File: src/rtl/apb_completer_mem.sv
// rtl/apb_completer_mem.sv - APB completer with register memory, fixed wait states and range error
//
// Purpose: terminates APB transfers into a DEPTH x DATA_W memory. Each access
// holds pready low for WAIT_CYCLES access-phase cycles before completing.
// Addresses at or above DEPTH complete with pslverr and never touch memory.
//
// Ports:
//   clk      system clock, rising-edge active
//   prst     asynchronous active-high reset
//   psel     completer select
//   penable  access-phase indicator
//   pwrite   1 = write, 0 = read
//   paddr    transfer address (ADDR_W)
//   pwdata   write data (DATA_W)
//   prdata   read data, valid while pready=1 on a read (DATA_W)
//   pready   transfer-complete indicator
//   pslverr  error response, valid only while pready=1

module apb_completer_mem #(
  parameter int ADDR_W      = 8,
  parameter int DATA_W      = 8,
  parameter int DEPTH       = 16,
  parameter int WAIT_CYCLES = 2
) (
  input  logic              clk,
  input  logic              prst,
  input  logic              psel,
  input  logic              penable,
  input  logic              pwrite,
  input  logic [ADDR_W-1:0] paddr,
  input  logic [DATA_W-1:0] pwdata,
  output logic [DATA_W-1:0] prdata,
  output logic              pready,
  output logic              pslverr
);

  localparam int IDX_W = (DEPTH > 1) ? $clog2(DEPTH) : 1;
  // One extra bit so DEPTH = 2**ADDR_W still compares correctly.
  localparam logic [ADDR_W:0] DEPTH_X  = (ADDR_W + 1)'(DEPTH);
  localparam logic [3:0]      CNT_INIT = 4'(WAIT_CYCLES);

  typedef enum logic [1:0] {IDLE, WAIT, ACCESS} state_t;

  state_t state, state_nxt;

  logic [DATA_W-1:0] mem [DEPTH];
  logic [3:0]        cnt, cnt_nxt;
  logic              pready_nxt, pslverr_nxt;
  logic [DATA_W-1:0] prdata_nxt;
  logic              latch_en, mem_we;

  // Transfer context captured at the setup edge.
  logic [IDX_W-1:0]  addr_q;
  logic [DATA_W-1:0] data_q;
  logic              write_q;
  logic              err_q;

  logic              err_in;
  assign err_in = ({1'b0, paddr} >= DEPTH_X);

  always_comb begin
    state_nxt   = state;
    cnt_nxt     = cnt;
    pready_nxt  = pready;
    pslverr_nxt = pslverr;
    prdata_nxt  = prdata;
    latch_en    = 1'b0;
    mem_we      = 1'b0;
    case (state)
      IDLE: begin
        // Only a genuine setup phase starts a transfer; psel+penable here is stray.
        if (psel && !penable) begin
          latch_en = 1'b1;
          if (WAIT_CYCLES == 0) begin
            // No wait states: the response is formed from the live bus at the setup edge.
            state_nxt   = ACCESS;
            pready_nxt  = 1'b1;
            pslverr_nxt = err_in;
            if (!pwrite) prdata_nxt = err_in ? '0 : mem[paddr[IDX_W-1:0]];
          end else begin
            cnt_nxt   = CNT_INIT;
            state_nxt = WAIT;
          end
        end
      end
      WAIT: begin
        if (!psel) begin
          state_nxt   = IDLE;
          pready_nxt  = 1'b0;
          pslverr_nxt = 1'b0;
        end else if (penable) begin
          cnt_nxt = cnt - 4'd1;
          if (cnt == 4'd1) begin
            state_nxt   = ACCESS;
            pready_nxt  = 1'b1;
            pslverr_nxt = err_q;
            if (!write_q) prdata_nxt = err_q ? '0 : mem[addr_q];
          end
        end
      end
      ACCESS: begin
        if (!psel) begin
          state_nxt   = IDLE;
          pready_nxt  = 1'b0;
          pslverr_nxt = 1'b0;
        end else if (penable) begin
          mem_we      = write_q && !err_q;
          state_nxt   = IDLE;
          pready_nxt  = 1'b0;
          pslverr_nxt = 1'b0;
        end
      end
      default: begin
        state_nxt   = IDLE;
        pready_nxt  = 1'b0;
        pslverr_nxt = 1'b0;
      end
    endcase
  end

  always_ff @(posedge clk or posedge prst) begin
    if (prst) begin
      state   <= IDLE;
      cnt     <= 4'd0;
      pready  <= 1'b0;
      pslverr <= 1'b0;
      prdata  <= '0;
    end else begin
      state   <= state_nxt;
      cnt     <= cnt_nxt;
      pready  <= pready_nxt;
      pslverr <= pslverr_nxt;
      prdata  <= prdata_nxt;
    end
  end

  always_ff @(posedge clk or posedge prst) begin
    if (prst) begin
      addr_q  <= '0;
      data_q  <= '0;
      write_q <= 1'b0;
      err_q   <= 1'b0;
    end else if (latch_en) begin
      addr_q  <= paddr[IDX_W-1:0];
      data_q  <= pwdata;
      write_q <= pwrite;
      err_q   <= err_in;
    end
  end

  always_ff @(posedge clk or posedge prst) begin
    if (prst) begin
      for (int i = 0; i < DEPTH; i++) mem[i] <= '0;
    end else if (mem_we) begin
      mem[addr_q] <= data_q;
    end
  end

endmodule

File: config.mk
export PLATFORM = sky130hd
export DESIGN_NAME = apb_completer_mem
export DESIGN_NICKNAME = d
export VERILOG_FILES = /design/src/rtl/apb_completer_mem.sv
export SDC_FILE = /design/constraint.sdc
export NUM_CORES = 1
export LEC_CHECK = 0
export ABC_AREA = 1
export BUFFER_PORTS_ARGS = -buffer_cell sky130_fd_sc_hd__buf_4
export CELL_PAD_IN_SITES_DETAIL_PLACEMENT = 0
export CELL_PAD_IN_SITES_GLOBAL_PLACEMENT = 1
export CORE_ASPECT_RATIO = 0.7
export CORE_MARGIN = 3
export CORE_UTILIZATION = 42
export DETAILED_ROUTE_END_ITERATION = 16
export PLACE_DENSITY_LB_ADDON = 0.1
export RECOVER_POWER = 25
export SYNTH_ARGS = -nofsm -noshare
export SYNTH_HDL_FRONTEND = slang
export SYNTH_SLANG_ARGS = --single-unit
File: constraint.sdc
create_clock -name clk -period 4.7 [get_ports clk]
set_clock_uncertainty 0.1 [all_clocks]
set_input_delay 0.235 -clock clk [delete_from_list [all_inputs] [get_ports clk]]
set_output_delay 0.235 -clock clk [all_outputs]
set_load 0.05 [all_outputs]
==> results.md <==
- Post-Synthesis Cells: around 950
- Clock slew at reported path FFs: 0.07 ns
- Worst slew pin tran: about 2.3 ns
- Worst hold start: psel
- Chip height: 117.5 µm
- Clk_lat worst skew: around 0.43 ns
- Num rows: 40
- First-pass GRT wire length: roughly 33000 µm
- Port buffer count: 30
- Critical Path Start Type: input port
- Synth-to-layout area growth: 13.15%
- Remaining Overflow, GRT: 0
- Post-Syn Area: about 7500 µm²
- Wire per inst: roughly 17 µm
- Die W: 165.3 µm
- Filler instances: approximately 1800
- Initial core utilization: 0.4322
- Post-DRT Antenna Nets: 0
- DRT iter0 DRCs: ~500
- Final Non-Filler Cells: 1216
- Unique cell type count in the Yosys netlist: 25
- ANT cells: 0
- Top cell type by total area after synthesis: dfrtp_1
- Unrepaired setup endpoints after global routing: no
- Peak supply drop: around 0.2 mV
- CTS tree: built
- Layout Nets: 995
- Cts-stage hold buffer count: 16
- Leakage: 4.273 nW
- Largest net degree at the start of global routing: approximately 100
- Dpl cells: 1168
- PostCTS Resize Cnt: 0
- Commonest cells after routing, fill and taps aside: nand2_1, dfrtp_1, o21ai_0
- Initial antenna violation count: 0
- CP Capture Type: asynchronous set/reset pin
- Worst hold path type: input port to flip-flop
- Max-cap violations: 1
- Max Root-Sink Buffers: 2
- Gr usage total: 0.2210
- Power Total: approximately 3.5 mW
- Placer congestion estimate: 0.8234
- Pre-Repair DR Iteration Count: 5
- CTS Buf Count: 17
- Vias/cell: 5.069
- PD cells: between 400 and 500 nW/µm²
- Hpwl dp: roughly 13000 µm
- Final worst-path cycle share: 0.5342
- DRC violations left: 0
- Vias post-DR: ~6000
- Synthesis warning total: 0
- Crit. Startpoint: prst
- Area contributors post-synth: dfrtp_1, nand2_1, o21ai_0
- Final hold viol count: 0
- Setup TNS: 0 ns
- Failing checks: max-capacitance violations, max-slew violations
- Hold_ws: around 0.12 ns
- Synth top area share: 0.5298
- Final wirelength: 20160 µm
- CP required: 5.17 ns
- Fmax: 398.3 MHz
- Commonest non-fill, non-tap cell in the layout: nand2_1
- Postcts setup bufs: 0
- Syn_nets: around 980
- CTS sink count: roughly 160
- Slew margin rel.: -0.5153
- Die area: 19430 µm²
- Final Max Tran Viols: about 100
- Core Box Area: around 17000 µm²
- Sequential fraction of the synthesis area: 0.5298
- Fraction of layout cells with a size suffix above 1: 0.1015
- Worst r2r src: state[0]
- Synth Register Bits: 158
- Data arrival time of the critical path: ~3 ns
- Level count of the clock H-tree: 4
- Num ports: 31
- Minimum clock period: between 2 and 3 ns
- Status: complete, but fails checks
- Final setup viols: 0
- Vias in the first global route: between 6000 and 7000
- Crit-path max FO: approximately 100
- Root Driver: clkbuf_16
- Critical path type: input port to asynchronous set/reset pin
- Synth Area per Inst: 7.838 µm²
state kept, by name (all words and copies together), names as in the netlist, 2 cells and up:
name	cells
cnt	4
mem	128
state	2
data_q	8
addr_q	4
prdata	8
Yosys cell counts, drive strengths merged:
| library cell | n |
|---|---|
| o21ai | 153 |
| nand3 | 1 |
| buf | 38 |
| nor2 | 17 |
| nor3 | 1 |
| nand4 | 1 |
| clkinv | 1 |
| clkbuf | 13 |
| nand2 | 536 |
| ha | 2 |
| o41ai | 1 |
| a31oi | 1 |
| a21oi | 2 |
| inv | 27 |
| dfrtp | 158 |
critical path, stage by stage:
cell and delay [ns]:
dlygate4sd3_1 0.53, clkbuf_1 0.12, clkinvlp_4 1.38, buf_4 0.59
power by group:
| part | switching [mW] | internal, mW | total [mW] |
|---|---|---|---|
| combinational | 0.414 | 0.0832 | 0.498 |
| sequential | 0.0348 | 1.42 | 1.46 |
| clock | 0.599 | 0.901 | 1.50 |
| total | 1.05 | 2.41 | 3.45 |
through the flow:
step	util	instance area, µm²	worst slack, ns
5_1_grt	0.4890	8443	1.745
6_report	0.4890	8443	2.189
4_1_cts	0.4914	8486	2.274
3_5_place_dp	0.4454	7690	2.336
3_3_place_gp	0.4454	7690	2.420
2_1_floorplan	-	7462	0.1018
cells by family after synthesis:
kind of cell               count (synthesis)  synth area share
adders and majority gates                  2          0.003353
DFF                                      158            0.5298
buffers and inverters                     79           0.05936
and+or+nand+nor                          556            0.2934
AOI/OAI and AO/OA                        157            0.1140
cell type report:
class	count	area (µm²)	area share
Multi-Input combinational cell	715	3065	0.3631
Sequential cell	158	3955	0.4684
Timing Repair Buffer	52	389.1	0.04609
Clock buffer	18	429.2	0.05083
Clock inverter	14	206.4	0.02445
Inverter	28	108.9	0.01289
Tap cell	231	289.0	0.03423
path summary, 6_finish.rpt:
check / slack, ns / depth (start not counted) / end
max: 2.19 / 4 / mem[121]
min: 0.12 / 5 / state[1]
max reg2reg: 2.27 / 6 / err_q
min reg2reg: 0.38 / 1 / cnt[3]
max in group clk: 2.27 / 6 / err_q
min in group asynchronous: 0.92 / 3 / mem[113]
metal layers:
metal  vias up  GRT usage  share of wire
met1      2981     0.3357           0.50
li1       3032          -              -
met5         -          0              0
met4         0    0.06078          0.014
met2       130     0.3232           0.44
met3        21    0.04151          0.044
Note: power is estimated with default switching activity, not from simulation.
